### src/rtl/sram_req_ctrl.sv
// sram_req_ctrl
// Request-side controller placed directly in front of a single-port SRAM core.
// It owns every SRAM input pin and is the only consumer of the SRAM read data.
//
// Function:
//   - Turns a valid/ready request channel into one-cycle SRAM write/read strobes.
//   - Absorbs the core's one-cycle read latency and returns read data, in request
//     order, on a valid/ready response channel that may apply backpressure.
//   - Optionally zero-fills the whole array after reset before accepting traffic.
//
// Ports:
//   clk           in   clock, rising edge
//   rst_n         in   asynchronous active-low reset
//   req_valid     in   request present
//   req_ready     out  request accepted this cycle (independent of req_valid)
//   req_write     in   1 = write, 0 = read
//   req_addr      in   [ADDR_WIDTH] request address
//   req_wdata     in   [DATA_WIDTH] write data
//   rsp_valid     out  read data available at rsp_rdata
//   rsp_ready     in   consumer accepts the response
//   rsp_rdata     out  [DATA_WIDTH] read data (zero when rsp_valid is low)
//   busy          out  post-reset clear sweep in progress
//   mem_addr      out  [ADDR_WIDTH] SRAM address
//   mem_data_in   out  [DATA_WIDTH] SRAM write data
//   mem_write_en  out  SRAM write strobe
//   mem_read_en   out  SRAM read strobe
//   mem_data_out  in   [DATA_WIDTH] SRAM read data, valid one cycle after read_en
module sram_req_ctrl #(
  parameter int unsigned ADDR_WIDTH     = 8,
  parameter int unsigned DATA_WIDTH     = 32,
  parameter int unsigned RSP_DEPTH      = 4,
  parameter bit          CLEAR_ON_RESET = 1'b1
) (
  input  logic                  clk,
  input  logic                  rst_n,
  input  logic                  req_valid,
  output logic                  req_ready,
  input  logic                  req_write,
  input  logic [ADDR_WIDTH-1:0] req_addr,
  input  logic [DATA_WIDTH-1:0] req_wdata,
  output logic                  rsp_valid,
  input  logic                  rsp_ready,
  output logic [DATA_WIDTH-1:0] rsp_rdata,
  output logic                  busy,
  output logic [ADDR_WIDTH-1:0] mem_addr,
  output logic [DATA_WIDTH-1:0] mem_data_in,
  output logic                  mem_write_en,
  output logic                  mem_read_en,
  input  logic [DATA_WIDTH-1:0] mem_data_out
);

  localparam int unsigned PTR_W = $clog2(RSP_DEPTH);
  // Occupancy = queued entries + one possible in-flight read; needs one extra bit
  // over the FIFO count so that RSP_DEPTH + 1 cannot wrap.
  localparam int unsigned OCC_W = PTR_W + 2;

  localparam logic [ADDR_WIDTH:0] CLR_ONE   = (ADDR_WIDTH + 1)'(1);
  localparam logic [PTR_W-1:0]    PTR_ONE   = PTR_W'(1);
  localparam logic [PTR_W:0]      CNT_ONE   = (PTR_W + 1)'(1);
  localparam logic [PTR_W:0]      CNT_FULL  = (PTR_W + 1)'(RSP_DEPTH);
  localparam logic [OCC_W-1:0]    DEPTH_OCC = OCC_W'(RSP_DEPTH);

  typedef enum logic {
    S_INIT = 1'b0,
    S_RUN  = 1'b1
  } state_t;

  localparam state_t RST_STATE = CLEAR_ON_RESET ? S_INIT : S_RUN;

  // ---------------------------------------------------------------------------
  // State
  // ---------------------------------------------------------------------------
  state_t                  state_q, state_d;
  logic [ADDR_WIDTH:0]     clr_cnt_q, clr_cnt_d;
  logic                    inflight_q, inflight_d;
  logic [PTR_W-1:0]        wr_ptr_q, wr_ptr_d;
  logic [PTR_W-1:0]        rd_ptr_q, rd_ptr_d;
  logic [PTR_W:0]          cnt_q, cnt_d;
  logic [ADDR_WIDTH-1:0]   mem_addr_q;
  logic [DATA_WIDTH-1:0]   mem_wdata_q;
  logic [DATA_WIDTH-1:0]   fifo_mem [RSP_DEPTH];

  logic                    run;
  logic [OCC_W-1:0]        occ;
  logic                    credit_ok;
  logic                    fire;
  logic                    wr_fire;
  logic                    rd_fire;
  logic                    sweep_we;
  logic                    push;
  logic                    pop;

  // ---------------------------------------------------------------------------
  // Request acceptance
  // ---------------------------------------------------------------------------
  assign run       = (state_q == S_RUN);
  assign occ       = {1'b0, cnt_q} + {{(PTR_W + 1){1'b0}}, inflight_q};
  assign credit_ok = (occ < DEPTH_OCC);

  // Writes never produce a response, so only reads consume credit. The ready
  // decision looks at req_write and registered state only, never at req_valid.
  assign req_ready = run & (req_write | credit_ok);
  assign fire      = req_valid & req_ready;
  assign wr_fire   = fire & req_write;
  assign rd_fire   = fire & ~req_write;

  assign busy      = (state_q == S_INIT);

  // ---------------------------------------------------------------------------
  // SRAM pin drive
  // ---------------------------------------------------------------------------
  // The sweep strobe is qualified with rst_n so the core sees no write while
  // reset is held; the first sweep write happens in the first cycle after release.
  assign sweep_we     = busy & rst_n;
  assign mem_write_en = sweep_we | wr_fire;
  assign mem_read_en  = rd_fire;

  // Address/data hold their last driven value in idle cycles so the core pins
  // do not toggle without a strobe.
  always_comb begin
    mem_addr    = mem_addr_q;
    mem_data_in = mem_wdata_q;
    if (busy) begin
      mem_addr    = clr_cnt_q[ADDR_WIDTH-1:0];
      mem_data_in = '0;
    end else if (fire) begin
      mem_addr    = req_addr;
      mem_data_in = req_wdata;
    end
  end

  // ---------------------------------------------------------------------------
  // Control next state
  // ---------------------------------------------------------------------------
  always_comb begin
    state_d   = state_q;
    clr_cnt_d = clr_cnt_q;
    unique case (state_q)
      S_INIT: begin
        clr_cnt_d = clr_cnt_q + CLR_ONE;
        // Counter MSB sets once the last address has been written this cycle.
        if (clr_cnt_d[ADDR_WIDTH]) begin
          state_d = S_RUN;
        end
      end
      S_RUN: begin
        state_d = S_RUN;
      end
      default: begin
        state_d = RST_STATE;
      end
    endcase
  end

  // ---------------------------------------------------------------------------
  // Read return path: one cycle of SRAM latency, then the response FIFO
  // ---------------------------------------------------------------------------
  assign inflight_d = rd_fire;
  assign push       = inflight_q;
  assign rsp_valid  = (cnt_q != '0);
  assign pop        = rsp_valid & rsp_ready;

  assign wr_ptr_d = push ? (wr_ptr_q + PTR_ONE) : wr_ptr_q;
  assign rd_ptr_d = pop  ? (rd_ptr_q + PTR_ONE) : rd_ptr_q;

  always_comb begin
    cnt_d = cnt_q;
    unique case ({push, pop})
      2'b10:   cnt_d = cnt_q + CNT_ONE;
      2'b01:   cnt_d = cnt_q - CNT_ONE;
      default: cnt_d = cnt_q;
    endcase
  end

  // Head entry; forced to zero when empty so stale data never shows.
  assign rsp_rdata = rsp_valid ? fifo_mem[rd_ptr_q] : '0;

  // ---------------------------------------------------------------------------
  // Registers
  // ---------------------------------------------------------------------------
  always_ff @(posedge clk or negedge rst_n) begin
    if (!rst_n) begin
      state_q    <= RST_STATE;
      clr_cnt_q  <= '0;
      inflight_q <= 1'b0;
      wr_ptr_q   <= '0;
      rd_ptr_q   <= '0;
      cnt_q      <= '0;
    end else begin
      state_q    <= state_d;
      clr_cnt_q  <= clr_cnt_d;
      inflight_q <= inflight_d;
      wr_ptr_q   <= wr_ptr_d;
      rd_ptr_q   <= rd_ptr_d;
      cnt_q      <= cnt_d;
    end
  end

  // Data-only storage; meaningless until qualified by the control state above.
  always_ff @(posedge clk) begin
    mem_addr_q  <= mem_addr;
    mem_wdata_q <= mem_data_in;
    if (push) begin
      fifo_mem[wr_ptr_q] <= mem_data_out;
    end
  end

`ifndef SYNTHESIS
  a_one_strobe: assert property (@(posedge clk) disable iff (!rst_n)
    !(mem_write_en && mem_read_en));
  // Credit accounting must make a push into a full FIFO impossible.
  a_no_overflow: assert property (@(posedge clk) disable iff (!rst_n)
    !(inflight_q && (cnt_q == CNT_FULL)));
`endif

endmodule

### config.mk
export PLATFORM = sky130hd
export DESIGN_NAME = sram_req_ctrl
export DESIGN_NICKNAME = d
export VERILOG_FILES = /design/src/rtl/sram_req_ctrl.sv
export SDC_FILE = /design/constraint.sdc
export NUM_CORES = 1
export LEC_CHECK = 0
export ABC_CLOCK_PERIOD_IN_PS = 5200
export CAP_MARGIN = 30
export CORE_ASPECT_RATIO = 0.9
export CORE_MARGIN = 3
export CORE_UTILIZATION = 47
export CTS_CLUSTER_SIZE = 10
export DETAILED_ROUTE_END_ITERATION = 10
export PLACE_DENSITY = 0.79
export SETUP_SLACK_MARGIN = 0.15
export SLEW_MARGIN = 25
export SYNTH_ARGS = -nofsm -noshare
export SYNTH_HDL_FRONTEND = slang
export SYNTH_SLANG_ARGS = --single-unit
export TNS_END_PERCENT = 30
### constraint.sdc
create_clock -name clk -period 5.2 [get_ports clk]
set_input_delay 1.04 -clock clk [delete_from_list [all_inputs] [get_ports clk]]
set_output_delay 1.04 -clock clk [all_outputs]
set_load 0.02 [all_outputs]
==> out/results.md, run 1 <==
| Result | This run |
|---|---|
| Global-route met2 utilization | 31.20% |
| Max stage delay cell, worst path | sky130_fd_sc_hd__clkdlybuf4s50_1 |
| Arrival time of data at the critical path endpoint | 3.38 ns |
| Critical path start-end classification | input port to primary output |
| Maximum ir drop on the vdd rail | 0.3641 mV |
| Antenna violations before repair | 1 |
| Setup repair after global routing missed its margin | no |
| Starting density of the core | 49.20% |
| Syn Inst Count | 488 |
| Worst flop-to-flop path endpoint | cnt_q[1] |
| Reg clk slew, reported paths | 0.07 ns |
| CTS tree | yes |
| Layout cell share with drive strength beyond 1 | 18.87% |
| Run status | completed |
| Final hold viol count | 0 |
| Share of async-settable or async-resettable flops after synthesis | 9.677% |
| Count of port buffers added during placement | 153 |
| Share of the synthesized area in the top cell type | 49.39% |
| Half-perimeter wire length after detailed placement | 10.47 mm |
| Capturing instance or port of the critical path | mem_data_in[24] |
| Met3 track demand over resource | 6.639% |
| I/O pin total | 154 |
| Maximum frequency from static timing analysis | 226.3 MHz |
| Final Instance Count excl. Fillers | 838 |
| Power per unit of standard cell area | 421.3 nW/µm² |
| Synth cell types | 41 |
| Number of sinks driven by the clock tree | 186 |
| Dominant synthesized flop cell | sky130_fd_sc_hd__edfxtp_1 |
| Total Nets Final | 708 |
| Maxcap violations | 0 |
| Core footprint | 15820 µm² |
| Pin count of the biggest net entering global routing | 44 |
| Leakage power figure | 3.245 nW |
| Total Negative Setup Slacks | 0 ns |
| RePlAce Congestion | 0.8497 |
| Insertion delay to the later sink of the worst-skew pair | 0.43 ns |
| RR Startpoint | cnt_q[0] |
| Sequential element share of the synthesized area | 65.47% |
| Launching element type of the critical path | input port |
| Rel. slew slack | 40.67% |
| Clock period minus worst slack | 4.419 ns |
| Nets in the synthesized netlist | 572 |
| Vias in the first global route | 5123 |
| Clk_skew | 0.01135 ns |
| Cell taking the most area after synthesis | sky130_fd_sc_hd__edfxtp_1 |
| Total routed wirelength | 16.61 mm |
| Die span in y | 128.1 µm |
| Count of TritonRoute iterations in the first routing pass | 5 |
| Critical Path End Type | primary output |
| Count of vias placed by the detailed router | 4763 |
| Fin crit share | 84.98% |
| Die area | 18140 µm² |
| Count of nets left with antenna violations after detail routing | 0 |
| Clk root buf | sky130_fd_sc_hd__clkbuf_16 |
| H-tree levels | 4 |
| Number of hold-repair buffers added at the cts stage | 0 |
| R2r setup slk | 2.71 ns |
| Transition time at the pin with the least slew margin | 0.8899 ns |
| Crit-path most repeated cell | sky130_fd_sc_hd__clkdlybuf4s50_1 |
| Num rows | 43 |
| DP Cell Count | 807 |
| Mapped Area | 7782 µm² |
| Overflow left after global routing | 0 |
| Sequence of cells on the critical path | clkdlybuf4s50_1, nand4b_1, buf_4, nand4_1, a21oi_1, clkdlybuf4s50_1 |
| Worst setup startpoint | req_write |
| CTS resizes | 0 |
| DRC viols | 0 |
| Average wire length per cell after detail routing | 19.83 µm |
| Post-synth EDFFs | 128 |
| First-pass GRT wire length | 26.56 mm |
| Number of buffers on the longest clock path | 2 |
| Final setup violating endpoints | 0 |
| Number of pins with negative max-slew slack in the final report | 0 |
| Flops & latches, synth | 186 |
| Global-route total usage across every layer | 18.89% |
| Post-CTS Repair Setup Buffers | 0 |
| Start point of the worst hold path | mem_wdata_q[9] |
| Inserted Diodes | 0 |
| Met1 Track Usage GR | 23.93% |
| Biggest area contributors in the synthesized netlist | sky130_fd_sc_hd__edfxtp_1, sky130_fd_sc_hd__dfxtp_1, sky130_fd_sc_hd__mux4_2 |
| Yosys warning count | 0 |
| Iter 0 DRT Violations | 257 |
| Worst Reg2Reg Path Length in Cells | 6 |
| Mean cell area of the mapped netlist | 15.95 µm² |
| Worst EP required | 4.16 ns |
| Hold WC Path Type | flip-flop to flip-flop |
| Number of buffers created by CTS | 17 |
| Via/cell ratio | 5.684 |
| Die Width | 141.6 µm |
| Worst Path Max Fanout | 36 |
| Largest stage delay on the critical path | 0.64 ns |
| Area growth from synthesis to layout | 27.97% |
| Most heavily used metal layer in global routing | met2 |
[worst max-delay path: cells and delay by family]
family / cells / cell delay [ns]
AOI/OAI and AO/OA: 1 / 0.22
buffers and inverters: 3 / 1.65
and+or+nand+nor: 2 / 0.45
[routing by layer]
metal / routed length, µm / part of all wire, %
met1: 6827 / 41
met2: 8073 / 49
met3: 1513 / 9.1
met4: 191 / 1.1
met5: 9 / 0.054
[report_power, final]
group	internal, mW	switching, mW	leakage [nW]
clock network	0.669	0.561	0.278
registers	1.60	0.0798	1.70
logic	0.676	0.609	1.27
[cell usage after synthesis, drive strengths merged (7+ instances only)]
cell type	number
edfxtp	128
clkbuf	17
mux4	32
dfxtp	40
a41oi	7
a21oi	39
nand4	35
xnor2	10
dfrtp	18
buf	28
o31ai	39
nor2	11
inv	9
and2	37
[area by class of cell]
type / count / area (µm²)
tap: 202 / 252.7
clock inverter: 14 / 135.1
clock buffer: 17 / 425.4
multi-input combinational: 248 / 2380
sequential: 186 / 5096
fill: 1137 / 5858
inverter: 9 / 33.78
timing repair buffer: 162 / 1637
[cell usage in the layout, fill, tap and decap left out, drive strengths merged, types with 2 or more instances in the layout]
master	count
clkdlybuf4s50	153
edfxtp	128
dfxtp	40
o31ai	39
a21oi	39
and2	37
nand4	35
mux4	32
dfrtp	18
clkbuf	17
inv	16
nor2	11
xnor2	10
buf	9
a41oi	7
ha	6
clkinv	6
nand2	5
xor2	4
nand3	3
nor2b	3
mux2i	2
[registers in the layout (all words and copies together), names as in the netlist]
| name | flops |
|---|---|
| cnt_q | 3 |
| rd_ptr_q | 2 |
| wr_ptr_q | 2 |
| fifo_mem | 128 |
| run | 1 |
| mem_addr_q | 8 |
| inflight_q | 1 |
| clr_cnt_q | 9 |
| mem_wdata_q | 32 |
[how the worst min path moves through the flow]
stage	end	cells past startpoint	slack [ns]
finish	mem_wdata_q[9]	2	0.48
floorplan	clr_cnt_q[5]	1	0.46
detailed placement	mem_wdata_q[1]	2	0.47
CTS	mem_wdata_q[23]	2	0.48
global route	mem_wdata_q[1]	2	0.50
global placement	mem_addr_q[0]	2	0.46
[through the flow]
step	setup slack, ns	area (µm²)	hold WS [ns]	util, %	power (mW)
floorplan	1.930	7782	0.4602	-	2.539
global placement	0.8135	9398	0.4591	59.41	2.994
detailed placement	0.7575	9399	0.4707	59.42	3.018
CTS	0.7563	9960	0.4831	62.96	4.248
global route	0.6327	9960	0.4950	62.96	4.387
finish	0.7808	9960	0.4795	62.96	4.196
[cells by family (layout without fill, tap and decap cells)]
family / Yosys count / count (layout) / synth area share [%]
simple gates: 102 / 102 / 7.830
mux: 35 / 35 / 9.711
compound gates: 90 / 90 / 10.05
xor+xnor: 14 / 14 / 1.575
flops: 186 / 186 / 65.47
fa+ha+maj: 7 / 7 / 1.222
buf+inv: 54 / 202 / 4.148
(Power assumes the default switching activity.)
==> run 2: changes to the inputs <==
--- a/config.mk
+++ b/config.mk
@@ -5,14 +5,14 @@
 export SDC_FILE = /design/constraint.sdc
 export NUM_CORES = 1
 export LEC_CHECK = 0
-export ABC_CLOCK_PERIOD_IN_PS = 5200
+export ABC_CLOCK_PERIOD_IN_PS = 3970
 export CAP_MARGIN = 30
 export CORE_ASPECT_RATIO = 0.9
 export CORE_MARGIN = 3
 export CORE_UTILIZATION = 47
 export CTS_CLUSTER_SIZE = 10
 export DETAILED_ROUTE_END_ITERATION = 10
-export PLACE_DENSITY = 0.79
+export PLACE_DENSITY = 0.82
 export SETUP_SLACK_MARGIN = 0.15
 export SLEW_MARGIN = 25
 export SYNTH_ARGS = -nofsm -noshare
==> constraint.sdc (replaced) <==
create_clock -name clk -period 3.97 [get_ports clk]
set_input_delay 0.794 -clock clk [delete_from_list [all_inputs] [get_ports clk]]
set_output_delay 0.794 -clock clk [all_outputs]
set_load 0.02 [all_outputs]
==> run 2 against run 1 <==
Net effect: cell count up 0.48%; register-to-register slack lost 1.1 ns; total power up 33%; clock power is 33% higher; non-clock buffer count increased by 4; flip-flop and latch count unchanged; clock skew is 0.0037 ns lower; hold slack worse by 0.00061 ns; cell area grew 1.1%; routed wire length rose by 3.4%.
==> out/results.md, run 2 (synthesis gave the netlist of run 1 again) <==
| Result | This run | vs previous |
|---|---|---|
| Run status | completed |  |
| Minimum setup slack in the final design | 0.2272 ns | -0.5537 ns |
| Start point of the worst hold path | mem_wdata_q[8] |  |
| Number of sinks driven by the clock tree | 186 | unchanged |
| Clk_skew | 0.007702 ns | -0.003652 ns |
| Detail Route met3 WL | 1.561 mm | +3.2% |
| Half-perimeter wire length after detailed placement | 11.12 mm | +6.3% |
| Met2 wire length | 8.278 mm | +2.5% |
| Maximum ir drop on the vdd rail | 0.5349 mV | +47% |
| Internal power | 3.950 mW | +34% |
| Launching element type of the critical path | input port |  |
| Die area | 18140 µm² | unchanged |
| Critical Path End Type | primary output |  |
| Flip-flop count of the largest register, all copies and words added | 128 | unchanged |
| Insertion delay to the later sink of the worst-skew pair | 0.43 ns | about the same |
| I/O pin total | 154 | unchanged |
| Average wire length per cell after detail routing | 20.40 µm | +2.9% |
| R2r setup slk | 1.60 ns | -1.11 ns |
| Rel. slew slack | 41.51% | +0.83 points |
| Vias in the first global route | 5095 | -0.55% |
| Max stage delay cell, worst path | sky130_fd_sc_hd__clkdlybuf4s50_1 |  |
| Clock network fraction of total power | 29.3% | about the same |
| Arrival time of data at the critical path endpoint | 2.95 ns | -0.43 ns |
| First-pass GRT wire length | 27.03 mm | +1.8% |
| Inserted Diodes | 0 | unchanged |
| Count of nets left with antenna violations after detail routing | 0 | unchanged |
| RePlAce Congestion | 0.8507 | +0.12% |
| Relative contribution of sequential cells to total power | 39.7% | -0.4 points |
| Worst EP required | 3.18 ns | -0.98 ns |
| Reported net switching power | 1.639 mW | +31% |
| Worst-case hold path end point | mem_wdata_q[8] |  |
| Crit-path most repeated cell | sky130_fd_sc_hd__clkdlybuf4s50_1 |  |
| Number of buffers created by CTS | 17 | unchanged |
| Layout cell share with drive strength beyond 1 | 19.06% | +0.19 points |
| Biggest regs | fifo_mem x128, mem_wdata_q x32, clr_cnt_q x9 |  |
| Final Instance Count excl. Fillers | 842 | +0.48% |
| Pin count of the biggest net entering global routing | 44 | unchanged |
| Transition time at the pin with the least slew margin | 0.8774 ns | -0.01250 ns |
| H-tree levels | 4 | unchanged |
| Reg clk slew, reported paths | 0.06 ns | about the same |
| Core utilization of the finished layout | 63.65% | +0.69 points |
| DP Cell Count | 811 | +0.50% |
| Die span in y | 128.1 µm | unchanged |
| Worst flop-to-flop path endpoint | cnt_q[2] |  |
| Kind of cell adding the most delay to the critical path | buffers and inverters |  |
| Maxcap violations | 0 | unchanged |
| CTS tree | yes |  |
| Relative contribution of combinational cells to total power | 31.0% | +0.4 points |
| Power per unit of standard cell area | 555.0 nW/µm² | +32% |
| Antenna violations before repair | 0 | -1 |
| Total routed wirelength | 17.18 mm | +3.4% |
| Sequence of cells on the critical path | clkdlybuf4s50_1, inv_4, buf_12, nor4_1, clkdlybuf4s50_1 |  |
| DRC viols | 0 | unchanged |
| Most frequent cells in the layout | sky130_fd_sc_hd__clkdlybuf4s50_1, sky130_fd_sc_hd__edfxtp_1, sky130_fd_sc_hd__dfxtp_1 |  |
| Count of vias placed by the detailed router | 4812 | +1.0% |
| Worst Reg2Reg Path Length in Cells | 9 | +3 |
| RR Startpoint | cnt_q[0] |  |
| Clk root buf | sky130_fd_sc_hd__clkbuf_16 |  |
| Global-route total usage across every layer | 19.37% | +0.48 points |
| Top Layer Used | met4 |  |
| Filler instances | 1147 | +0.88% |
| Clock period minus worst slack | 3.743 ns |  |
| Most common cell after layout, fill and taps aside | sky130_fd_sc_hd__clkdlybuf4s50_1 |  |
| Via/cell ratio | 5.715 | +0.55% |
| Overflow left after global routing | 0 | unchanged |
| Hold WC Path Type | flip-flop to flip-flop |  |
| Count of port buffers added during placement | 153 | unchanged |
| Critical path start-end classification | input port to primary output |  |
| Final setup violating endpoints | 0 | unchanged |
| Starting density of the core | 49.20% | unchanged |
| Count of TritonRoute iterations in the first routing pass | 5 | unchanged |
| Total Nets Final | 712 | +0.56% |
| Worst setup startpoint | req_valid |  |
| Die Width | 141.6 µm | unchanged |
| Area growth from synthesis to layout | 29.37% |  |
| Post-CTS Repair Setup Buffers | 0 | unchanged |
| Core footprint | 15820 µm² | unchanged |
| Leakage power figure | 3.365 nW | +3.7% |
| Reg with most FFs | fifo_mem |  |
| Maximum frequency from static timing analysis | 267.2 MHz |  |
| Total Negative Setup Slacks | 0 ns | unchanged |
| Num rows | 43 | unchanged |
| Cell depth of the worst min-delay path | 2 | unchanged |
| Switching Share | 29.32% | -0.46 points |
| Setup repair after global routing missed its margin | yes |  |
| Number of pins with negative max-slew slack in the final report | 0 | unchanged |
| Post-placement worst setup slack | 0.1500 ns | -0.6075 ns |
| Largest stage delay on the critical path | 0.71 ns | +0.07 ns |
| Iter 0 DRT Violations | 237 | -7.8% |
| Worst Path Max Fanout | 26 | -28% |
| Final hold viol count | 0 | unchanged |
| M1 wire length | 7.130 mm | +4.4% |
| Fin crit share | 94.28% |  |
| Worst Path Buf+Inv | 4 | +1 |
| Number of buffers on the longest clock path | 2 | unchanged |
==> run 2: cell types whose count changed in the layout (fill, tap and decap cells not counted), moves of 2 or more <==
cell	change
sky130_fd_sc_hd__clkdlybuf4s50_1	-7
sky130_fd_sc_hd__dlymetal6s2s_1	+6
sky130_fd_sc_hd__buf_12	+4
sky130_fd_sc_hd__clkinvlp_4	+3
sky130_fd_sc_hd__inv_6	-3
sky130_fd_sc_hd__clkbuf_1	+2
==> run 2: worst reg2reg max path, delay by kind of cell (launching register included) <==
kind,cells,cell delay (ns)
AND/OR/NAND/NOR,3,0.53
XOR/XNOR,2,0.32
adder cells (fa/ha/maj),2,0.58
flip-flops,1,0.50
buffers and inverters,2,0.38
==> run 2: per-stage QoR <==
stage | area, µm² | power [mW] | hold slack (ns)
floorplan | 7782 | 3.325 | 0.4602
global placement | 9478 | 3.963 | 0.4605
detailed placement | 9478 | 4.010 | 0.4701
CTS | 10050 | 5.648 | 0.4807
global route | 10070 | 5.822 | 0.4971
finish | 10070 | 5.588 | 0.4788
==> run 2: layout make-up <==
cell class                      instances  area, µm²  area share (%)
Inverter                                9      36.28          0.3604
Timing Repair Buffer                  166       1730           17.19
Clock inverter                         12      141.4           1.404
Multi-Input combinational cell        248       2379           23.62
Tap cell                              202      252.7           2.510
Sequential cell                       186       5096           50.62
Clock buffer                           19      432.9           4.300
==> run 2: power by group through the flow <==
stage	registers, mW	logic, mW	clock network (mW)
2_1_floorplan	2.16	1.17	0
6_report	2.22	1.73	1.64
3_3_place_gp	2.25	1.71	0
3_5_place_dp	2.26	1.75	0
4_1_cts	2.22	1.75	1.68
5_1_grt	2.23	1.84	1.75
==> run 2: layer usage <==
metal,GRT usage (%),vias up
met1,24.76,2399
met5,0,-
li1,-,2185
met4,5.530,0
met3,6.900,17
met2,31.54,211
==> run 2: worst max-delay path by stage <==
stage                     depth (start not counted)              end  slack (ns)
after floorplan                                   4      mem_read_en        1.19
after global placement                            6      mem_addr[4]        0.21
after detailed placement                          6   mem_data_in[4]        0.15
after CTS                                         6  mem_data_in[21]        0.13
after global routing                              4     rsp_rdata[8]        0.11
final                                             5      mem_read_en        0.23
==> run 2: what timing repair did <==
item	in CTS	in global routing
gates resized for setup	1	7
gates cloned	0	0
endpoints found under the hold margin	0	0
hold buffers	0	0
setup endpoints to repair	6	48
==> run 3: changes to the inputs <==
--- a/config.mk
+++ b/config.mk
@@ -5,14 +5,13 @@
 export SDC_FILE = /design/constraint.sdc
 export NUM_CORES = 1
 export LEC_CHECK = 0
-export ABC_CLOCK_PERIOD_IN_PS = 3970
-export CAP_MARGIN = 30
+export ABC_CLOCK_PERIOD_IN_PS = 3950
 export CORE_ASPECT_RATIO = 0.9
 export CORE_MARGIN = 3
-export CORE_UTILIZATION = 47
+export CORE_UTILIZATION = 52
 export CTS_CLUSTER_SIZE = 10
 export DETAILED_ROUTE_END_ITERATION = 10
-export PLACE_DENSITY = 0.82
+export PLACE_DENSITY = 0.85
 export SETUP_SLACK_MARGIN = 0.15
 export SLEW_MARGIN = 25
 export SYNTH_ARGS = -nofsm -noshare
==> constraint.sdc (replaced) <==
create_clock -name clk -period 3.95 [get_ports clk]
set_input_delay 0.79 -clock clk [delete_from_list [all_inputs] [get_ports clk]]
set_output_delay 0.79 -clock clk [all_outputs]
set_load 0.02 [all_outputs]
==> run 3 against run 2 <==
Net effect: routed wire length grew 0.33%; die area shrank 9.2%; register-to-register slack gained 0.07 ns; cell area is essentially flat; flip-flop and latch count is the same; clock power is essentially flat; critical path type unchanged; critical endpoint is now mem_data_in[13]; largest power group unchanged.
==> out/results.md, run 3 (synthesis gave the netlist of run 1 again) <==
| Result | This run | vs previous |
|---|---|---|
| First-pass GRT wire length | 27.01 mm | about the same |
| Maxcap violations | 0 | unchanged |
| DP Cell Count | 804 | -0.86% |
| Filler instances | 871 | -24% |
| Die area | 16470 µm² | -9.2% |
| Transition time at the pin with the least slew margin | 0.8710 ns | -0.006406 ns |
| Worst Reg2Reg Path Length in Cells | 9 | unchanged |
| RePlAce Congestion | 0.7950 | -6.5% |
| Number of pins with negative max-slew slack in the final report | 0 | unchanged |
| Final Instance Count excl. Fillers | 836 | -0.71% |
| Flip-flop count of the largest register, all copies and words added | 128 | unchanged |
| Rel. slew slack | 41.93% | +0.43 points |
| Met3 track demand over resource | 5.367% | -1.5 points |
| Count of TritonRoute iterations in the first routing pass | 5 | unchanged |
| Critical path start-end classification | input port to primary output |  |
| Iter 0 DRT Violations | 414 | +75% |
| Maximum frequency from static timing analysis | 262.8 MHz |  |
| Met1 Track Usage GR | 28.37% | +3.6 points |
| Reg clk slew, reported paths | 0.07 ns | about the same |
| Count of port buffers added during placement | 153 | unchanged |
| Number of buffers created by CTS | 17 | unchanged |
| Maximum ir drop on the vdd rail | 0.3558 mV | -33% |
| Arrival time of data at the critical path endpoint | 3.02 ns | +0.07 ns |
| Setup repair after global routing missed its margin | yes |  |
| Starting density of the core | 54.38% | +5.2 points |
| Die Width | 135.0 µm | -4.7% |
| Die span in y | 122.1 µm | -4.7% |
| H-tree levels | 4 | unchanged |
| Layout cell share with drive strength beyond 1 | 19.75% | +0.69 points |
| Total Negative Setup Slacks | 0 ns | unchanged |
| Antenna violations before repair | 1 | +1 |
| Total Nets Final | 714 | +0.28% |
| Number of sinks driven by the clock tree | 186 | unchanged |
| Vias in the first global route | 4982 | -2.2% |
| Clk_skew | 0.009871 ns | +0.002169 ns |
| Launching element type of the critical path | input port |  |
| Biggest regs | fifo_mem x128, mem_wdata_q x32, clr_cnt_q x9 |  |
| CTS tree | yes |  |
| Insertion delay to the later sink of the worst-skew pair | 0.43 ns | about the same |
| Average wire length per cell after detail routing | 20.62 µm | +1.1% |
| Via/cell ratio | 5.906 | +3.3% |
| Overflow left after global routing | 0 | unchanged |
| Half-perimeter wire length after detailed placement | 10.95 mm | -1.5% |
| Run status | completed |  |
| Final setup violating endpoints | 0 | unchanged |
| Number of buffers on the longest clock path | 2 | unchanged |
| Worst Path Max Fanout | 40 | +54% |
| Clock period minus worst slack | 3.806 ns |  |
| Area growth from synthesis to layout | 29.45% | about the same |
| Cell depth of the worst min-delay path | 2 | unchanged |
| Clk root buf | sky130_fd_sc_hd__clkbuf_16 |  |
| Count of vias placed by the detailed router | 4937 | +2.6% |
| Core footprint | 14310 µm² | -9.5% |
| DRC viols | 0 | unchanged |
| Leakage power figure | 3.500 nW | +4.0% |
| Most common cell after layout, fill and taps aside | sky130_fd_sc_hd__clkdlybuf4s50_1 |  |
| Post-route total power | 5.613 mW | +0.44% |
| Most heavily used metal layer in global routing | met2 |  |
| Worst EP required | 3.16 ns | -0.02 ns |
| Critical Path End Type | primary output |  |
| Hold WC Path Type | flip-flop to flip-flop |  |
| Fin crit share | 96.35% |  |
| Most frequent cells in the layout | sky130_fd_sc_hd__clkdlybuf4s50_1, sky130_fd_sc_hd__edfxtp_1, sky130_fd_sc_hd__dfxtp_1 |  |
| Reg with most FFs | fifo_mem |  |
| Inserted Diodes | 0 | unchanged |
| Global-route total usage across every layer | 21.70% | +2.3 points |
| Pin count of the biggest net entering global routing | 44 | unchanged |
| Global-route met2 utilization | 34.81% | +3.3 points |
| R2r setup slk | 1.67 ns | +0.07 ns |
| Num rows | 41 | -4.7% |
| Count of nets left with antenna violations after detail routing | 0 | unchanged |
| Total routed wirelength | 17.24 mm | +0.33% |
| Final hold viol count | 0 | unchanged |
| I/O pin total | 154 | unchanged |
| Power per unit of standard cell area | 557.1 nW/µm² | +0.37% |
-- run 3: layer usage --
| metal | share of wire, % | vias to the layer above | wire [µm] |
|---|---|---|---|
| met3 | 6.0 | 61 | 1032 |
| li1 | - | 2190 | - |
| met5 | 0.052 | - | 9 |
| met2 | 50 | 229 | 8640 |
| met4 | 3.6 | 2 | 613 |
| met1 | 40 | 2455 | 6941 |
-- run 3: cell type report --
class                   count  area [µm²]  area share [%]
clock buffers              18       429.2           4.260
clock inverters            14       150.1           1.490
inverters                   9       33.78          0.3353
multi-input cells         248        2379           23.61
flip-flops and latches    186        5096           50.58
well taps                 193       241.5           2.397
repair buffers            168        1745           17.32
-- run 3: critical path: stages --
cell                              delay, ns
sky130_fd_sc_hd__clkdlybuf4s50_1       0.56
sky130_fd_sc_hd__and4b_2               0.38
sky130_fd_sc_hd__buf_12                0.27
sky130_fd_sc_hd__o31ai_2               0.10
sky130_fd_sc_hd__a21oi_1               0.21
sky130_fd_sc_hd__clkdlybuf4s50_1       0.67
-- run 3: worst paths after layout --
path | startpoint | to
setup / recovery | req_write | mem_data_in[13]
hold / removal | mem_wdata_q[2] | mem_wdata_q[2]
setup reg to reg | cnt_q[0] | cnt_q[2]
hold reg to reg | mem_wdata_q[2] | mem_wdata_q[2]
max in group asynchronous | rst_n | rd_ptr_q[0]
min in group asynchronous | rst_n | cnt_q[0]
-- run 3: per-stage QoR --
stage                     utilization (%)  setup WS, ns  instance area [µm²]  hold slack, ns
after floorplan                         -         1.180                 7782          0.4602
after global routing                70.39       0.02647                10070          0.4949
after detailed placement            66.16        0.1533                 9469          0.4704
after CTS                           70.20        0.1258                10050          0.4835
final                               70.39        0.1442                10070          0.4811
after global placement              66.16        0.2261                 9469          0.4600
-- run 3: power breakdown --
| part | switching [mW] | total (mW) | internal (mW) | leakage (nW) |
|---|---|---|---|---|
| registers | 0.0583 | 2.17 | 2.11 | 1.70 |
| clock network | 0.755 | 1.65 | 0.896 | 0.276 |
| logic | 0.862 | 1.79 | 0.932 | 1.53 |
-- run 3: repair_timing --
action                     CTS  global route
setup buffers                0             0
resized for setup            1            11
hold buffers                 0             0
pin swaps                    0             0
setup endpoints to repair    4            37
==> patch: new RTL, config.mk and constraints of run 2 <==
Reset style: synchronous (`rst_n`), changed in one clocked block. Comments in the files are not updated.
--- a/src/rtl/sram_req_ctrl.sv
+++ b/src/rtl/sram_req_ctrl.sv
@@ -178,7 +178,7 @@
   // ---------------------------------------------------------------------------
   // Registers
   // ---------------------------------------------------------------------------
-  always_ff @(posedge clk or negedge rst_n) begin
+  always_ff @(posedge clk) begin
     if (!rst_n) begin
       state_q    <= RST_STATE;
       clr_cnt_q  <= '0;
Check against the original RTL: differs if rst_n is asserted again (counterexample within 4 cycles, from zero or initial values and one cycle with rst_n low); with rst_n held inactive, the same outputs for 10 cycles.
==> patch against run 2 <==
- setup slack better by 0.11 ns
- area after synthesis down 2.5%
- global-route usage is 0.15 points lower
- critical path depth rose by 1
- non-clock buffer count up 1
- design area is 1.9% lower
- clock skew increased by 0.0056 ns
- hold slack got worse by 0.0057 ns
- sequential cell count rose by 2
- routed wire length down 3.4%
- synthesized cell count increased by 5.3%
- critical path type unchanged
- highest routed layer unchanged
Power is not compared: it rests on default switching activity, and its combinational part moved more than twofold at a synthesized area within 25%.
==> patch: results (changes against run 2) <==
| Metric | Value |
|---|---|
| Final Hold Vio Count | `0 (unchanged)` |
| Worst Setup EP | `mem_data_in[7]` |
| Seq/Total Area, Yosys | `0.665 (+0.0101)` |
| Syn_nets | `598 (+4.5%)` |
| R2r setup slk | `1.92 ns (+0.32 ns)` |
| Top Registers | `fifo_mem (128), mem_wdata_q (32), clr_cnt_q (9)` |
| Fillcell total | `1,125 (-1.9%)` |
| First-pass GRT wire length | `26.8 mm (-0.77%)` |
| Yosys cell types | `39 (-4.9%)` |
| YS warnings | `0 (unchanged)` |
| Longest Clk Path Bufs | `2 (unchanged)` |
| Clock Latency Late Sink | `0.43 ns (about the same)` |
| Most frequent cells after synthesis | `edfxtp_1 (128), dfxtp_1 (60), a21oi_1 (45), o31ai_1 (41), nor2b_1 (33)` |
| Met2 wire length | `8.17 mm (-1.4%)` |
| Worst Path Arrival | `2.84 ns (-0.11 ns)` |
| R2R Path Start | `cnt_q[1]` |
| Top cell type's share of synthesized area | `0.507 (+0.0126)` |
| Routability Congestion | `0.802 (-5.7%)` |
| Antenna violations before repair | `0 (unchanged)` |
| Vias in the first global route | `5,193 (+1.9%)` |
| Post-synth EDFFs | `128 (unchanged)` |
| CP max stage cell | `clkdlybuf4s50_1` |
| Register-to-Register Path Depth | `8 (-1)` |
| Worst hold path type | `flop to flop` |
| Largest net degree at the start of global routing | `43 (-2.3%)` |
| Starting DRT DRC Count | `328 (+38%)` |
| CTS clk-pin slew, worst paths | `0.06 ns (about the same)` |
| Worst Path Max Fanout | `23 (-12%)` |
| Layout cells sized above 1 | `0.126 (-0.0647)` |
| Post-CTS Setup Repair Bufs | `0 (unchanged)` |
| Crit path largest cell delay | `0.69 ns (-0.02 ns)` |
| Status | `finished, final reports clean` |
| GRT Util Overall | `0.192 (-0.00145)` |
| Met3 wire len | `1.27 mm (-19%)` |
| Vias post-DR | `4,995 (+3.8%)` |
| FFs w/ async S/R, synth | `0 (-0.0968)` |
| R2R Path End | `cnt_q[2]` |
| DRT met1 WL | `6.86 mm (-3.8%)` |
| Sw Ratio | `0.209` |
| Max_slew headroom | `0.405 (-0.0101)` |
| Post-route clock skew | `0.0133 ns (+0.00556 ns)` |
| Synth area leaders | `edfxtp_1 (51%), dfxtp_1 (16%), mux4_2 (9.5%)` |
| Nets | `738 (+3.7%)` |
| Total length of routed wires | `16.6 mm (-3.4%)` |
| Detail Placement HPWL | `10.5 mm (-5.3%)` |
==> patch: stage by stage <==
step	power [mW]	setup slack (ns)	instances	cell area [sq um]	hold slack (ns)
global route	3.98	0.226	869	9870	0.497
floorplan	2.18	1.34	514	7590	0.457
finish	3.87	0.332	869	9870	0.473
global placement	2.28	0.333	837	9310	0.457
detailed placement	2.28	0.252	837	9310	0.462
CTS	3.88	0.219	869	9870	0.475
==> patch: how the worst min path moves through the flow <==
| stage | from | slack (ns) | to |
|---|---|---|---|
| after floorplan | clr_cnt_q[8] | 0.46 | clr_cnt_q[8] |
| after global placement | mem_addr_q[7] | 0.46 | mem_addr_q[7] |
| after detailed placement | mem_addr_q[0] | 0.46 | mem_addr_q[0] |
| after CTS | mem_addr_q[7] | 0.48 | mem_addr_q[7] |
| after global routing | mem_addr_q[7] | 0.50 | mem_addr_q[7] |
| final | mem_addr_q[7] | 0.47 | mem_addr_q[7] |
==> patch: tightest hold or removal path: stages, from the launching register on <==
cell and delay (ns):
dfxtp_1 0.30, o31ai_1 0.05, a21oi_1 0.07
==> patch: cell type report <==
class | count | area (sq um) | share of cell area
Clock buffer | 18 | 429 | 0.0435
Tap cell | 202 | 253 | 0.0256
Multi-Input combinational cell | 268 | 2260 | 0.229
Timing Repair Buffer | 167 | 1700 | 0.172
Clock inverter | 14 | 133 | 0.0134
Sequential cell | 188 | 5050 | 0.511
Inverter | 12 | 45.0 | 0.00456
==> patch: timing repair <==
item,CTS,global route
gates resized for setup,0,1
endpoints found under the setup margin,0,14
endpoints found under the hold margin,0,0
==> patch: kinds of logic (layout without fill, tap and decap cells) <==
family / Yosys count / in the layout / share of synthesized area
XOR/XNOR: 9 / 9 / 0.0104
AO/OA/AOI/OAI: 104 / 104 / 0.0874
buffers and inverters: 58 / 211 / 0.0383
adder cells (fa/ha/maj): 7 / 7 / 0.0125
multiplexers: 34 / 34 / 0.0976
AND/OR/NAND/NOR: 114 / 114 / 0.0890
flip-flops: 188 / 188 / 0.665
==> patch: per-layer routing <==
layer,vias up,GRT usage
met3,25,0.0607
li1,2278,-
met5,-,0
met2,207,0.313
met1,2485,0.247
met4,0,0.0650
==> patch: power groups by stage <==
stage,Sequential [mW],Combinational [mW],Clock [mW]
finish,2.10,0.145,1.62
global placement,2.14,0.138,0
floorplan,2.14,0.0360,0
detailed placement,2.14,0.144,0
CTS,2.10,0.145,1.64
global route,2.10,0.156,1.73
